**src/rtl/ln_series.sv**
```systemverilog
// Natural log of an unsigned Q8.8 operand near 1.0, by summing the
// alternating series ln(1+u) = u - u^2/2 + u^3/3 - ... until a term is small.
module ln_series #(
  parameter int MAX_TERMS = 8
) (
  input  logic        clk,
  input  logic        rst_n,
  input  logic        start,
  input  logic [15:0] x,
  input  logic [7:0]  eps,
  output logic        busy,
  output logic        done,
  output logic [15:0] result,
  output logic        range_err,
  output logic [3:0]  terms
);

  typedef enum logic [2:0] {IDLE, LOAD, TERM, ACC, DONE} state_t;

  state_t             state;
  logic [15:0]        x_reg;
  logic [7:0]         eps_reg;
  logic signed [15:0] u;
  logic signed [15:0] pow;
  logic signed [15:0] acc;
  logic signed [15:0] term;
  logic [3:0]         k;

  logic               in_range;
  logic [15:0]        term_abs;
  logic               reject;
  logic signed [15:0] acc_next;
  logic signed [15:0] term_next;
  logic signed [15:0] pow_next;

  // Q8.8 multiply: full 32-bit signed product, arithmetic shift keeps floor rounding
  function automatic logic signed [15:0] qmul(input logic signed [15:0] a,
                                              input logic signed [15:0] b);
    logic signed [31:0] p;
    p = a * b;
    return 16'(p >>> 8);
  endfunction

  function automatic logic signed [15:0] recip(input logic [3:0] idx);
    case (idx)
      4'd1:    return 16'sh0100;
      4'd2:    return 16'sh0080;
      4'd3:    return 16'sh0055;
      4'd4:    return 16'sh0040;
      4'd5:    return 16'sh0033;
      4'd6:    return 16'sh002B;
      4'd7:    return 16'sh0025;
      4'd8:    return 16'sh0020;
      default: return 16'sh0000;
    endcase
  endfunction

  always_comb begin
    in_range  = (x_reg >= 16'h0080) && (x_reg <= 16'h0180);
    term_abs  = term[15] ? 16'(-term) : term;
    reject    = term_abs <= {8'h00, eps_reg};
    acc_next  = k[0] ? (acc + term) : (acc - term);
    term_next = qmul(pow, recip(k));
    pow_next  = qmul(pow, u);
  end

  always_ff @(posedge clk or negedge rst_n) begin
    if (!rst_n) begin
      state     <= IDLE;
      x_reg     <= '0;
      eps_reg   <= '0;
      u         <= '0;
      pow       <= '0;
      acc       <= '0;
      term      <= '0;
      k         <= '0;
      busy      <= 1'b0;
      done      <= 1'b0;
      result    <= '0;
      range_err <= 1'b0;
      terms     <= '0;
    end else begin
      case (state)
        IDLE: begin
          if (start) begin
            x_reg     <= x;
            eps_reg   <= eps;
            result    <= '0;
            terms     <= '0;
            range_err <= 1'b0;
            busy      <= 1'b1;
            state     <= LOAD;
          end
        end
        LOAD: begin
          if (!in_range) begin
            range_err <= 1'b1;
            result    <= '0;
            terms     <= '0;
            done      <= 1'b1;
            state     <= DONE;
          end else begin
            u     <= x_reg - 16'h0100;
            pow   <= x_reg - 16'h0100;
            acc   <= '0;
            k     <= 4'd1;
            state <= TERM;
          end
        end
        TERM: begin
          term  <= term_next;
          state <= ACC;
        end
        ACC: begin
          // A small term ends the series without contributing to the sum
          if (reject) begin
            result <= acc;
            done   <= 1'b1;
            state  <= DONE;
          end else begin
            acc   <= acc_next;
            pow   <= pow_next;
            terms <= terms + 4'd1;
            k     <= k + 4'd1;
            if (k == 4'(MAX_TERMS)) begin
              result <= acc_next;
              done   <= 1'b1;
              state  <= DONE;
            end else begin
              state <= TERM;
            end
          end
        end
        DONE: begin
          done  <= 1'b0;
          busy  <= 1'b0;
          state <= IDLE;
        end
        default: state <= IDLE;
      endcase
    end
  end

endmodule

```
**config.mk**
```make
export PLATFORM = sky130hd
export DESIGN_NAME = ln_series
export DESIGN_NICKNAME = d
export VERILOG_FILES = /design/src/rtl/ln_series.sv
export SDC_FILE = /design/constraint.sdc
export NUM_CORES = 1
export LEC_CHECK = 0
export CORE_AREA = 2 2 175 177
export CTS_CLUSTER_DIAMETER = 40
export DETAILED_ROUTE_END_ITERATION = 8
export DIE_AREA = 0 0 177 179
export PLACE_DENSITY = 0.93
export RECOVER_POWER = 25
export SETUP_SLACK_MARGIN = 0.5
export SYNTH_ARGS = -nofsm -noshare
export SYNTH_HDL_FRONTEND = slang
export SYNTH_SLANG_ARGS = --single-unit
```
**constraint.sdc**
```tcl
create_clock -name clk -period 8.89 [get_ports clk]
set_input_delay 1.778 -clock clk [delete_from_list [all_inputs] [get_ports clk]]
set_output_delay 1.778 -clock clk [all_outputs]
set_load 0.02 [all_outputs]
```
==> results by group <==
Outcome
  – Status: finished with violations
  – Failing checks: max-capacitance violations, max-slew violations

CTS
  – Post-CTS resize count: 0
  – Cts hold-fix bufs: 0
  – CTS HTree Levels: 4
  – CTS tree: built
  – Number of setup buffers added after CTS: 0
  – Clk Tree Root Cell: clkbuf_16
  – Sink Count: 118
  – Maximum clock path buffer count: 2
  – CTS clock-pin slew for the worst setup and hold paths: 0.06 ns
  – CTS buffer count: 17
  – Worst skew pair latency: 0.43 ns

Cells and area
  – Synthesis-to-finish area growth: 7.243%
  – Non-filler instance count after layout: 2540
  – Layout Nets: 2646
  – Final core occ: 68.48%
  – Fraction of layout cells with a size suffix above 1: 4.011%
  – Final Cell Area: 0.02056 mm2
  – Diode count: 0

Die
  – Core Box Area: 0.03003 mm2
  – DIE HEIGHT: 179 um
  – Die area: 0.03168 mm2
  – Die width: 177 um
  – Starting density of the core: 63.85%
  – Row count: 64
  – # IOs: 50

Worst setup path
  – R2R setup slack: 1.15 ns
  – Crit-path max FO: 17
  – Worst setup EP type: flop
  – Crit path launch type: flop
  – WS Path Type: flop to flop
  – R2R cell count: 24
  – Critical path startpoint: k[0]
  – WP data arrival: 8.01 ns
  – Data required time of the critical path: 9.16 ns
  – Critical R2R Launch: k[0]
  – Worst setup endpoint: term[15]
  – Worst R2R End: term[15]

Yosys
  – Mapped Cells: 2132
  – Post-synth top flop: dfrtp_1
  – Area leader, netlist: fa_1
  – Most common cell in the netlist: inv_1
  – Unique masters post-synth: 66
  – Synth top area share: 31.32%
  – Syn_nets: 2647
  – Synth Register Bits: 118
  – Sequential element share of the synthesized area: 15.40%
  – Post-synth EDFFs: 0
  – Post-Synthesis Cell Area: 0.01917 mm2
  – Async SR Flop Fraction: 100.0%
  – Post-synth top cells: inv_1 (433), fa_1 (300), nand2_1 (271)
  – Yosys warning count: 0
  – Avg Cell Area, Syn: 8.994 um2
  – Synth top area cells: fa_1 (31%), dfrtp_1 (15%), ha_1 (12%)

Place
  – Routability cong.: 0.9398
  – Placed cell area: 0.01998 mm2
  – Final HPWL DP: 36350 um
  – Cell total after placement: 2507
  – Port bufs: 49

Job
  – Max Cap Violations: 2

Power and ir drop
  – Psw: 0.001033 W
  – Proportion of power drawn by the clock network: 28.9%
  – Pwr dens: 117.1 mW/mm2
  – Combinational power share: 36.5%
  – Peak supply drop: 0.1042 mV
  – Leakage power figure: 10.47 nW
  – Sw frac: 42.90%
  – Internal: 0.001376 W
  – Share of power burned in registers: 34.6%

Detailed routing
  – Final WL: 49800 um
  – Via count: 15530
  – Antenna violation net count after detailed routing: 0
  – Post-DR wirelength/cell: 19.61 um
  – 1st-iter DRT viols: 1433
  – Detailed-route DRC error count: 0
  – TritonRoute pass-1 iters: 8
  – Vias per cell: 6.113

STA
  – Final setup violation count: 0
  – RSZ-0062 raised after global routing: false
  – Final Hold Viols: 0
  – Tightest Pin Transition: 4.556 ns
  – Maximum clock rate: 129.2 MHz
  – Setup Skew: 0.01055 ns
  – Final max-slew violation count: 121
  – TNS Setup: 0 ns
  – Final clock period utilization by the worst path: 87.05%
  – Minimum clock period: 7.738 ns
  – Rel. slew slack: -203.7%

GRT
  – First-pass GRT wire length: 84850 um
  – GR Util All Layers: 34.10%
  – Initial antenna violation count: 0
  – Vias in the first global route: 17450
  – Largest net degree at the start of global routing: 86
  – GR Overflow Total: 0

Hold path
  – Tightest Hold Check Type: flop to flop
  – Hold Crit Depth: 2
-- logic make-up after synthesis --
kind of cell    count (synthesis)  synth area share, %
simple gates                  647                16.96
buf+inv                       528                10.40
fa+ha+maj                     488                43.59
compound gates                229                7.798
flops                         118                15.40
xor+xnor                       96                4.385
mux                            26                1.468
-- layer usage --
metal  GRT usage (%)  wire length (um)  part of all wire (%)
met4           19.94              3331                   6.7
met1           39.98             16970                    34
met3           6.722              4722                   9.5
met5               0                 0                     0
met2           58.41             24780                    50
-- per-stage QoR --
stage	setup slack, ns	total power (W)	hold WS (ns)
global route	0.6552	0.002514	0.5218
floorplan	1.876	0.001318	0.4672
detailed placement	1.299	0.001655	0.4743
global placement	1.610	0.001599	0.4603
CTS	1.242	0.002370	0.4919
finish	1.152	0.002409	0.4869
-- power groups by stage --
| stage | clock network (W) | registers [W] | logic (W) |
|---|---|---|---|
| 2_1_floorplan | 0 | 0.000681 | 0.000637 |
| 3_3_place_gp | 0 | 0.000817 | 0.000782 |
| 3_5_place_dp | 0 | 0.000826 | 0.000828 |
| 4_1_cts | 0.000691 | 0.000819 | 0.000861 |
| 5_1_grt | 0.000714 | 0.000838 | 0.000962 |
| 6_report | 0.000697 | 0.000833 | 0.000879 |
-- critical path, stage by stage (launching register included) --
cell	delay, ns
dfrtp_1	0.60
ha_1	0.57
nand2_1	0.14
a21oi_1	0.89
and2_1	0.29
fa_1	0.42
inv_1	0.09
fa_1	0.43
fa_1	0.42
fa_1	0.49
inv_1	0.05
fa_1	0.53
inv_1	0.06
fa_1	0.48
inv_1	0.05
ha_1	0.33
a21o_1	0.18
a21o_1	0.18
nor2b_1	0.13
a21oi_1	0.16
a31oi_1	0.19
a41o_1	0.32
o41ai_1	0.33
xnor2_1	0.16
o21ai_0	0.08
-- placed cells by master (no fill, tap or decap), types with 47 or more instances in the layout --
cell type	instances
dfrtp_1	118
xnor2_1	62
fa_1	300
a21oi_1	54
clkdlybuf4s50_1	47
and2_1	183
o21ai_0	58
nor2_1	50
inv_1	433
nand2_1	271
ha_1	188
-- area by class of cell --
| class | instances | area [um2] |
|---|---|---|
| clock buffers | 21 | 460.4 |
| fillers | 1961 | 9465 |
| well taps | 396 | 495.5 |
| multi-input cells | 1486 | 14230 |
| flip-flops and latches | 118 | 2953 |
| repair buffers | 75 | 671.9 |
| clock inverters | 11 | 125.1 |
| inverters | 433 | 1625 |
-- how the worst min path moves through the flow --
stage                           from          to  slack (ns)
after floorplan              acc[13]     acc[13]        0.47
after global placement     result[9]   result[9]        0.46
after detailed placement   result[7]   result[7]        0.47
after CTS                 result[11]  result[11]        0.49
after global routing       result[7]   result[7]        0.52
final                     result[11]  result[11]        0.49
Note: power is estimated with default switching activity, not from simulation.
==> variant 1, RTL diff (config.mk and constraints unchanged) <==
Re-encode `state_t` (5 states) as Gray code, 3 bits wide.
--- a/src/rtl/ln_series.sv
+++ b/src/rtl/ln_series.sv
@@ -17,3 +17,3 @@
 
-  typedef enum logic [2:0] {IDLE, LOAD, TERM, ACC, DONE} state_t;
+  typedef enum logic [2:0] {IDLE = 3'b000, LOAD = 3'b001, TERM = 3'b011, ACC = 3'b010, DONE = 3'b110} state_t;
 
Function: same outputs for any inputs over 4 cycles, from zero or initial values and one cycle with rst_n low; so few cycles prove little.
==> variant 1 against the original RTL <==
Worst setup slack better by 230 ps. Cell count decreased by 0.28%. Sequential cell count unchanged. Critical endpoint is now term[11]. Global-route usage shrank 0.55 points. Wire length decreased by 0.76%. The run still ends with max-capacitance violations, max-slew violations left. Critical path type unchanged. Design area down 0.23%. Clock skew up 1.0 ps. Synthesized area increased by 0.12%. First-iteration DRC count is 23% lower. Synthesized cell count hardly changed.
Power is left out: it rests on default switching activity, and per cell area and clock period it moved more than threefold.
==> variant 1: results (changes against the original RTL) <==
* Initial DRT Pass Iterations at 6 (-2)
* Largest net degree at the start of global routing at 78 (-9.3%)
* Final Non-Filler Cells at 2,533 (-0.28%)
* GR Util All Layers at 0.3355 (-0.005466)
* Clk_lat worst skew at 450 ps (+20 ps)
* Initial DRC Count at 1,106 (-23%)
* GR Util met3 at 0.06849 (+0.001272)
* Final hold slack at 479.4 ps (-7.536 ps)
* Crit path DAT at 7840 ps (-170 ps)
* Synth top area cells: fa_1 31%, dfrtp_1 15%, ha_1 12%
* Clk_skew at 11.57 ps (+1.011 ps)
* R2r worst-path depth at 22 (-8.3%)
* Register area share after synthesis at 0.1538 (-0.0001907)
* Total of max-cap violations at 2 (unchanged)
* Met1 GRT Util at 0.3744 (-0.02538)
* Crit-path max FO at 16 (-1)
* Slew Limit Fails at 121 (unchanged)
* Fill cells at 1,972 (+0.56%)
* GR met2 Demand/Resource at 0.5804 (-0.003729)
* Hold Path End: result[5]
* Syn avg cell area at 9.013 um^2 (+0.22%)
* Global-route wire length before repair at 83.12 mm (-2.0%)
* Most frequent cells after synthesis: 429 x inv_1, 300 x fa_1, 250 x nand2_1
* Failing checks: max-capacitance violations, max-slew violations
* Share of cells above drive strength 1 at 0.04492 (+0.004811)
* HP Start: result[5]
* Run status: finished, violations left
* Drt via density at 6.012 (-1.6%)
* Number of global-route vias before repair at 17,190 (-1.5%)
[variant 1: changes by cell type after synthesis, sizes merged, moves of 6 or more]
cell    unedited run  this run
nand2            272       250
buf                8        14
nor2              52        71
clkbuf            87        81
nor3              22        15
mux2              17        27
o21ai             59        72
a22oi              9         3
and2             183       176
and3              36        42
[variant 1: cell type report]
cell class	instances	share of cell area
multi-input cells	1486	0.6931
flip-flops and latches	118	0.1439
well taps	396	0.02415
repair buffers	70	0.03092
clock inverters	15	0.008355
inverters	431	0.07886
clock buffers	17	0.02074
[variant 1: how the worst max path moves through the flow]
stage,end,slack [ps],cells after the start
6_report,term[11],1380,22
4_1_cts,term[11],1500,22
3_3_place_gp,term[13],1780,23
5_1_grt,pow[12],790,2
2_1_floorplan,term[13],2350,22
3_5_place_dp,term[13],1480,23
[variant 1: cell families after synthesis]
logic type,count (synthesis),share of synthesized area
AO/OA/AOI/OAI,231,0.07508
XOR/XNOR,96,0.04380
adder cells (fa/ha/maj),488,0.4353
buffers and inverters,526,0.1053
flip-flops,118,0.1538
multiplexers,33,0.01897
AND/OR/NAND/NOR,638,0.1677
[variant 1: metal layers]
metal	wire length [um]	up-vias	share of wire
li1	-	6551	-
met1	16950	7529	0.34
met2	25280	859	0.51
met3	4117	290	0.083
met4	3068	0	0.062
met5	0	-	0
[variant 1: critical path, cell delays in order, from the launching register on]
cell	delay, ps
dfrtp_1	530
clkinv_1	290
ha_1	240
nand2_1	60
a21oi_1	970
and2_1	270
fa_1	420
inv_1	80
fa_1	440
fa_1	540
inv_1	50
ha_1	300
fa_1	480
inv_1	50
fa_1	470
inv_1	40
ha_1	310
nand3_1	90
o31ai_1	620
o21ai_1	300
o31ai_1	460
a211oi_1	140
o31ai_1	230
[variant 1: through the flow]
step | setup slack, ps | cell area (um^2) | util
6_report | 1385 | 20520 | 0.6832
5_1_grt | 790.8 | 20520 | 0.6832
4_1_cts | 1498 | 20530 | 0.6838
3_5_place_dp | 1476 | 19940 | 0.6640
3_3_place_gp | 1776 | 19940 | 0.6640
2_1_floorplan | 2354 | 19200 | -
==> variant 2, RTL diff (same flow settings) <==
Without the edit above. Set the parameter `MAX_TERMS` to 6 (it was 8).
--- a/src/rtl/ln_series.sv
+++ b/src/rtl/ln_series.sv
@@ -3,3 +3,3 @@
 module ln_series #(
-  parameter int MAX_TERMS = 8
+  parameter int MAX_TERMS = 6
 ) (
Check against the original RTL: no difference found for any inputs over 4 cycles, from zero or initial values and one cycle with rst_n low; that may be too few to reach the edited logic, so the function may still have changed.
==> variant 2 against the original RTL <==
The run still ends with max-capacitance violations, max-slew violations left. Synthesized area down 0.34%. Maximum frequency down 1.3%. Wire length down 3.8%. Utilization down 0.67 points. Design area fell by 0.98%. Worst hold slack worse by 6.7 ps. Combinational power decreased by 27%. Worst setup slack got worse by 100 ps. Power fell by 9.6%. Synthesized cell count down 0.52%. Sequential power up 3.0%. Critical path type unchanged. Largest power group is now sequential cells. Cell count down 1.0%. Sequential cell count unchanged.
==> variant 2: results (changes against the original RTL) <==
* Run status: finished, violations left
* Failing checks: max-capacitance violations, max-slew violations
* Crit path DAT at 8120 ps (+110 ps)
* Dpl cell area at 19,810 um^2 (-0.83%)
* Xor/xnor share of the synthesized area at 0.04721 (+0.003358)
* R2r worst-path depth at 22 (-8.3%)
* Largest net degree at the start of global routing at 80 (-7.0%)
* Clock Path Buffers at 2 (unchanged)
* Share of cells above drive strength 1 at 0.03968 (-0.0004331)
* P_leak at 10.50 nW (+0.27%)
* Syn_nets at 2,636 (-0.42%)
* Max IR drop VDD at 0.1359 mV (+30%)
* Drt via density at 5.953 (-2.6%)
* GP Congestion at 0.9251 (-1.6%)
* CP max stage delay at 1010 ps (+120 ps)
* Number of global-route vias before repair at 16,970 (-2.8%)
* WL final at 47.92 mm (-3.8%)
* Register area share after synthesis at 0.1545 (+0.0005243)
* Most frequent cells after synthesis: 433 x inv_1, 300 x fa_1, 266 x nand2_1
* Total of max-cap violations at 3 (+1)
* GR Util All Layers at 0.3286 (-0.01232)
* Fill cells at 2,118 (+8.0%)
* Via count at 14,970 (-3.6%)
* Synth top area cells: fa_1 31%, dfrtp_1 15%, ha_1 12%
* Syn avg cell area at 9.010 um^2 (+0.18%)
* Relative slew slack at -1.787 (+0.2503)
* Setup Slack @ Placement at 1194 ps (-104.6 ps)
* Mux contribution to synthesized area at 0.01840 (+0.003717)
* Initial DRC Count at 1,266 (-12%)
* Clk_skew at 13.63 ps (+3.077 ps)
* Initial antenna violation count at 1 (+1)
* Initial DRT Pass Iterations at 6 (-2)
* Slew Limit Fails at 157 (+30%)
* Switching share of total power at 0.4199 (-0.009044)
* Global-route wire length before repair at 81.48 mm (-4.0%)
* Primary FF master, synth: dfrtp_1
* Post-synth cell types at 63 (-4.5%)
[variant 2: changes by cell type after synthesis, sizes merged, moves of 6 or more]
cell	delta
and2	-14
nand2	-6
nor2	+14
and3	+8
mux2	+8
a31oi	-8
o21ai	+15
a21oi	-11
xor2	+6
nor3	-10
[variant 2: cell type report]
class                      count  area (um^2)  area share
multi-input combinational   1470        14140      0.6942
sequential                   118         2953      0.1450
inverter                     434         1629     0.08000
timing repair buffer          63        578.1     0.02839
tap                          396        495.5     0.02433
clock buffer                  19        442.9     0.02175
clock inverter                13        125.1    0.006145
antenna                        1        2.502   0.0001229
[variant 2: power by group through the flow]
stage	clock network (W)	registers [W]	logic [W]
CTS	0.000678	0.000840	0.000633
finish	0.000681	0.000858	0.000639
global route	0.000700	0.000861	0.000707
global placement	0	0.000837	0.000577
detailed placement	0	0.000847	0.000614
floorplan	0	0.000676	0.000513
[variant 2: cells by family (layout without fill, tap and decap cells)]
kind of cell / after synthesis / count (layout)
flip-flops: 118 / 118
AO/OA/AOI/OAI: 221 / 221
buffers and inverters: 533 / 529
AND/OR/NAND/NOR: 626 / 626
other: 0 / 1
adder cells (fa/ha/maj): 488 / 488
multiplexers: 32 / 32
XOR/XNOR: 103 / 103
[variant 2: worst paths after layout]
path / endpoint / startpoint / slack, ps
setup / recovery: term[15] / k[0] / 1050
hold / removal: result[3] / result[3] / 480
setup reg to reg: term[15] / k[0] / 1050
hold reg to reg: result[3] / result[3] / 480
max in group asynchronous: x_reg[6] / rst_n / 1850
min in group asynchronous: term[11] / rst_n / 2090
[variant 2: per-layer routing]
metal / share of wire / global-route usage
met1: 0.35 / 0.3689
met2: 0.51 / 0.5820
met3: 0.086 / 0.06573
met4: 0.060 / 0.1904
met5: 0 / 0
